[src/rtl/alu_controller.sv]
// Multi-cycle ALU controller: captures op/A/B on start, computes the result in
// EXEC or over several ITER cycles, and writes it back once to register.
module alu_controller (
  input  logic       Clock,
  input  logic       Reset,
  input  logic       start,
  input  logic [2:0] op,
  input  logic [3:0] A,
  output logic       busy,
  output logic       done,
  output logic [7:0] register
);

  localparam int unsigned DATA_W = 8;
  localparam int unsigned NIB_W  = 4;
  localparam int unsigned OP_W   = 3;

  localparam logic [1:0] S_IDLE = 2'd0;
  localparam logic [1:0] S_EXEC = 2'd1;
  localparam logic [1:0] S_ITER = 2'd2;
  localparam logic [1:0] S_DONE = 2'd3;

  logic [1:0]        r_state, w_state_n;
  logic [OP_W-1:0]   r_op, w_op_n;
  logic [NIB_W-1:0]  r_a, w_a_n;
  logic [NIB_W-1:0]  r_b, w_b_n;
  logic [DATA_W-1:0] r_acc, w_acc_n;
  logic [NIB_W-1:0]  r_cnt, w_cnt_n;
  logic [DATA_W-1:0] r_reg, w_reg_n;
  logic              r_busy, w_busy_n;
  logic              r_done, w_done_n;

  logic [NIB_W:0]    w_sum;
  logic [1:0]        w_mul_idx;
  logic [DATA_W-1:0] w_partial;

  // Adder and shift-add partial product; the bit index runs 0..3 as cnt counts 4..1
  assign w_sum     = 5'(r_a) + 5'(r_b);
  assign w_mul_idx = 2'(4'd4 - r_cnt);
  assign w_partial = 8'(r_a) << w_mul_idx;

  always_comb begin
    w_state_n = r_state;
    w_op_n    = r_op;
    w_a_n     = r_a;
    w_b_n     = r_b;
    w_acc_n   = r_acc;
    w_cnt_n   = r_cnt;
    w_reg_n   = r_reg;
    case (r_state)
      S_IDLE: begin
        if (start) begin
          w_op_n    = op;
          w_a_n     = A;
          w_b_n     = r_reg[3:0];
          w_state_n = S_EXEC;
        end
      end
      S_EXEC: begin
        w_state_n = S_DONE;
        case (r_op)
          3'd0: w_reg_n = {3'b000, w_sum};
          3'd1: w_reg_n = 8'(w_sum);
          3'd2: w_reg_n = {r_a | r_b, r_a ^ r_b};
          3'd3: w_reg_n = ((r_a != 4'd0) || (r_b != 4'd0)) ? 8'h18 : 8'h00;
          3'd4: w_reg_n = ((r_a == 4'hF) && (r_b == 4'hF)) ? 8'hE7 : 8'h00;
          3'd5: begin
            w_acc_n = 8'(r_a);
            w_cnt_n = r_b;
            if (r_b == 4'd0) w_reg_n   = 8'(r_a);
            else             w_state_n = S_ITER;
          end
          3'd6: begin
            w_acc_n   = 8'h00;
            w_cnt_n   = 4'd4;
            w_state_n = S_ITER;
          end
          default: ;
        endcase
      end
      S_ITER: begin
        w_cnt_n = r_cnt - 4'd1;
        if (r_op == 3'd5)         w_acc_n = r_acc << 1;
        else if (r_b[w_mul_idx])  w_acc_n = r_acc + w_partial;
        if (w_cnt_n == 4'd0) begin
          w_reg_n   = w_acc_n;
          w_state_n = S_DONE;
        end
      end
      default: w_state_n = S_IDLE;
    endcase
    w_busy_n = (w_state_n != S_IDLE);
    w_done_n = (w_state_n == S_DONE);
  end

  always_ff @(posedge Clock) begin
    if (Reset) begin
      r_state <= S_IDLE;
      r_op    <= '0;
      r_a     <= '0;
      r_b     <= '0;
      r_acc   <= '0;
      r_cnt   <= '0;
      r_reg   <= '0;
      r_busy  <= 1'b0;
      r_done  <= 1'b0;
    end else begin
      r_state <= w_state_n;
      r_op    <= w_op_n;
      r_a     <= w_a_n;
      r_b     <= w_b_n;
      r_acc   <= w_acc_n;
      r_cnt   <= w_cnt_n;
      r_reg   <= w_reg_n;
      r_busy  <= w_busy_n;
      r_done  <= w_done_n;
    end
  end

  assign busy     = r_busy;
  assign done     = r_done;
  assign register = r_reg;

endmodule
[config.mk]
export PLATFORM = sky130hd
export DESIGN_NAME = alu_controller
export DESIGN_NICKNAME = d
export VERILOG_FILES = /design/src/rtl/alu_controller.sv
export SDC_FILE = /design/constraint.sdc
export NUM_CORES = 1
export LEC_CHECK = 0
export BUFFER_PORTS_ARGS = -buffer_cell sky130_fd_sc_hd__buf_2
export CORE_AREA = 4 4 66 114
export CTS_BUF_LIST = sky130_fd_sc_hd__clkbuf_8
export DETAILED_ROUTE_END_ITERATION = 10
export DIE_AREA = 0 0 70 118
export PLACE_DENSITY = 0.59
export SKIP_LAST_GASP = 1
export SYNTH_ARGS = -nofsm -noshare
export SYNTH_HDL_FRONTEND = slang
export SYNTH_SLANG_ARGS = --single-unit
[constraint.sdc]
create_clock -name Clock -period 5.5 [get_ports Clock]
set_input_delay 0.825 -clock Clock [delete_from_list [all_inputs] [get_ports Clock]]
set_output_delay 0.825 -clock Clock [all_outputs]
set_load 0.02 [all_outputs]
==> metrics.txt <==
status=finished clean; Pre-antenna DRT Iters=4; syn_nets=about 370; Top FF cell, synth=dfxtp_1; TritonCTS buffer count=5; Congestion Overflow GR=0; post-cts resize count=0; Root Buffer=clkbuf_8; fin crit share=between 60% and 70%; fmax=~280 MHz; Detail Route Antenna Nets=0; Worst Skew=roughly 0.0097 ns; Die Y=between 100 and 150 µm; CTS Hold Buffers Added=0; mux share of post-synthesis cell area=under 10%; # DRC=0; Cell Area, Synth=2600 µm²; # IOs=20; Setup TNS Final=0 ns; maximum VDD drop=~0.3 mV; Yosys cell types=53; placed wire-length estimate=around 5600 µm; Hold Vio Cnt, Final=0; RSZ-0062 raised after global routing=false; largest net degree at the start of global routing=36; WS Path Type=reg2reg; Clock Latency Late Sink=~0.31 ns; Routed wire per std cell=approximately 17 µm; Synth Area in Compound Gates=27.5%; fin. max-slew vios=0; GP Congestion=roughly 0.94; layout cells sized above 1=11.7%; largest family of logic cells by synthesized area=compound AO/OA/AOI/OAI gates; num rows=39; WHS=about 0.47 ns; #FFs+latches synth=35; Pwr per Cell Area=about 430 nW/µm²; crit-path leading delay family=adder cells; Area Growth Syn to Fin=7.52%; worst path cell trace=inv_1, ha_1, nor3_1, ha_1, inv_1, fa_1, nor2b_1, o31ai_1, or3b_2, a41oi_1, o21ai_0, a311oi_1; CTS max path bufs=2; width of the die=70 µm; Total Nets Final=~380; via count=between 2k and 2.5k; max-cap violations=0; initial antenna violation count=0; Synth Area in Adders=11.7%; Vias/cell=a little under 6; clk slew on worst S/H paths=roughly 0.080 ns; Slew headroom=roughly half; CP Capture Type=flop; vias in the first global route=2,395; total wire length=7370 µm; TritonCTS clock tree=built; CTS H-tree depth=2; YS warnings=0; CP Data Arrival Time=around 3.8 ns; Core ar.=6540 µm²; Tmin final=between 3 and 4 ns; DR iter-0 viols=between 90 and 100; first-pass GRT wire length=between 10,000 and 15,000 µm; Slowest-stage cell, CP=dfxtp_1; Sink Count=35; register area share after synthesis=a little over a quarter; die area=~8300 µm²; crit-path max cell delay=about 0.64 ns; reg-to-reg slack, setup=between 1.5 and 2 ns; Buf+Inv Stages, Crit Path=2; hold crit path type=reg2reg; Post-Synth XOR/XNOR Area=between 1.5 and 2%; Leak=around 1.1 nW; startpoint class of the critical path=flop; Power Total=between 1 and 1.5 mW; Post-synth EDFFs=0; async set-reset flop share out of synthesis=0%; Post-Synth Simple-Gate Area=19.8%; Tightest Pin Transition=~0.73 ns; post-CTS setup buffer count=0; Initial Util=roughly two fifths; Avg Cell Area, Syn=roughly 7.7 µm²; Crit path required time=around 5.7 ns; antenna cell count=0; Mapped Cells=approximately 340; Final Setup Violations=0; GR Util All Layers=between 10% and 20%; PortBufs=19; CP Max Fanout=14
==> stage by stage <==
| step | cells | utilization (%) | cell area (µm²) | worst slack (ns) |
|---|---|---|---|---|
| finish | 425 | 42.7 | 2790 | 1.94 |
| detailed placement | 417 | 41.3 | 2700 | 1.98 |
| global route | 425 | 42.7 | 2790 | 1.59 |
| CTS | 425 | 42.7 | 2790 | 1.92 |
| global placement | 417 | 41.3 | 2700 | 2.08 |
| floorplan | 336 | - | 2600 | 2.47 |
==> path summary, 6_finish.rpt <==
path	startpoint	cells after the start	to
setup / recovery	r_cnt[0]	12	register[6]
hold / removal	register[1]	2	r_b[1]
setup reg to reg	r_cnt[0]	12	register[6]
hold reg to reg	register[1]	2	r_b[1]
==> synthesized netlist by cell type, types with 4 or more instances <==
master     n  area share, %
inv_1     26            3.8
o21a_1     6            1.7
nor2_1    26            3.8
nor2b_1    6            1.4
buf_2      4           0.77
clkbuf_1  15            2.2
mux2i_1    9            3.5
a21o_1     4            1.2
o211ai_1   5            1.4
a21oi_1   33            6.4
nand2_1   45            6.5
o21ai_0   19            3.7
nor3_1     7            1.3
a211oi_1   9            2.6
dfxtp_1   35             27
a221oi_1   4            1.3
ha_1      21             10
==> kinds of logic (layout without fill, tap and decap cells) <==
logic type                 count (synthesis)  count (layout)
DFF                                       35              35
AOI/OAI and AO/OA                        108             108
and+or+nand+nor                          107             107
muxes                                     11              11
xor gates and xnor gates                   5               5
adders and majority gates                 23              23
buffers and inverters                     47              54
==> final cells by class <==
class	instances	area, µm²
clock inverters	3	20.0
clock buffers	5	68.8
well taps	82	103
inverters	26	97.6
repair buffers	20	103
flip-flops and latches	35	701
fillers	704	3750
multi-input cells	254	1700
==> placed cells by master (no fill, tap or decap), types with 4 or more instances in the layout <==
| cell type | count |
|---|---|
| mux2i_1 | 9 |
| a221oi_1 | 4 |
| ha_1 | 21 |
| o211ai_1 | 5 |
| nand2_1 | 45 |
| a21o_1 | 4 |
| dfxtp_1 | 35 |
| a21oi_1 | 33 |
| nor3_1 | 7 |
| clkbuf_8 | 5 |
| o21a_1 | 6 |
| nor2_1 | 26 |
| nor2b_1 | 6 |
| a211oi_1 | 9 |
| inv_1 | 26 |
| buf_2 | 19 |
| o21ai_0 | 19 |
==> flip-flops by register name, indices dropped and copies added (netlist names) <==
| name | flops |
|---|---|
| r_b | 4 |
| r_a | 4 |
| r_state | 2 |
| busy | 1 |
| r_acc | 8 |
| r_cnt | 4 |
| r_op | 3 |
| register | 8 |
| done | 1 |
==> routing by layer <==
metal	share of wire, %	track usage [%]	vias up
li1	-	-	1201
met1	37	18.8	1165
met2	55	33.5	53
met3	3.0	2.99	30
met4	5.6	12.7	0
met5	0	0	-
==> power breakdown <==
group / switching (mW) / internal (mW)
registers: 0.0774 / 0.319
clock network: 0.105 / 0.0881
logic: 0.380 / 0.228
==> worst min-delay path, stage by stage (launching register included) <==
cell and delay (ns):
dfxtp_1 0.33, nand2_1 0.05, a21oi_1 0.05
No activity file was read; power rests on OpenSTA's default activity.
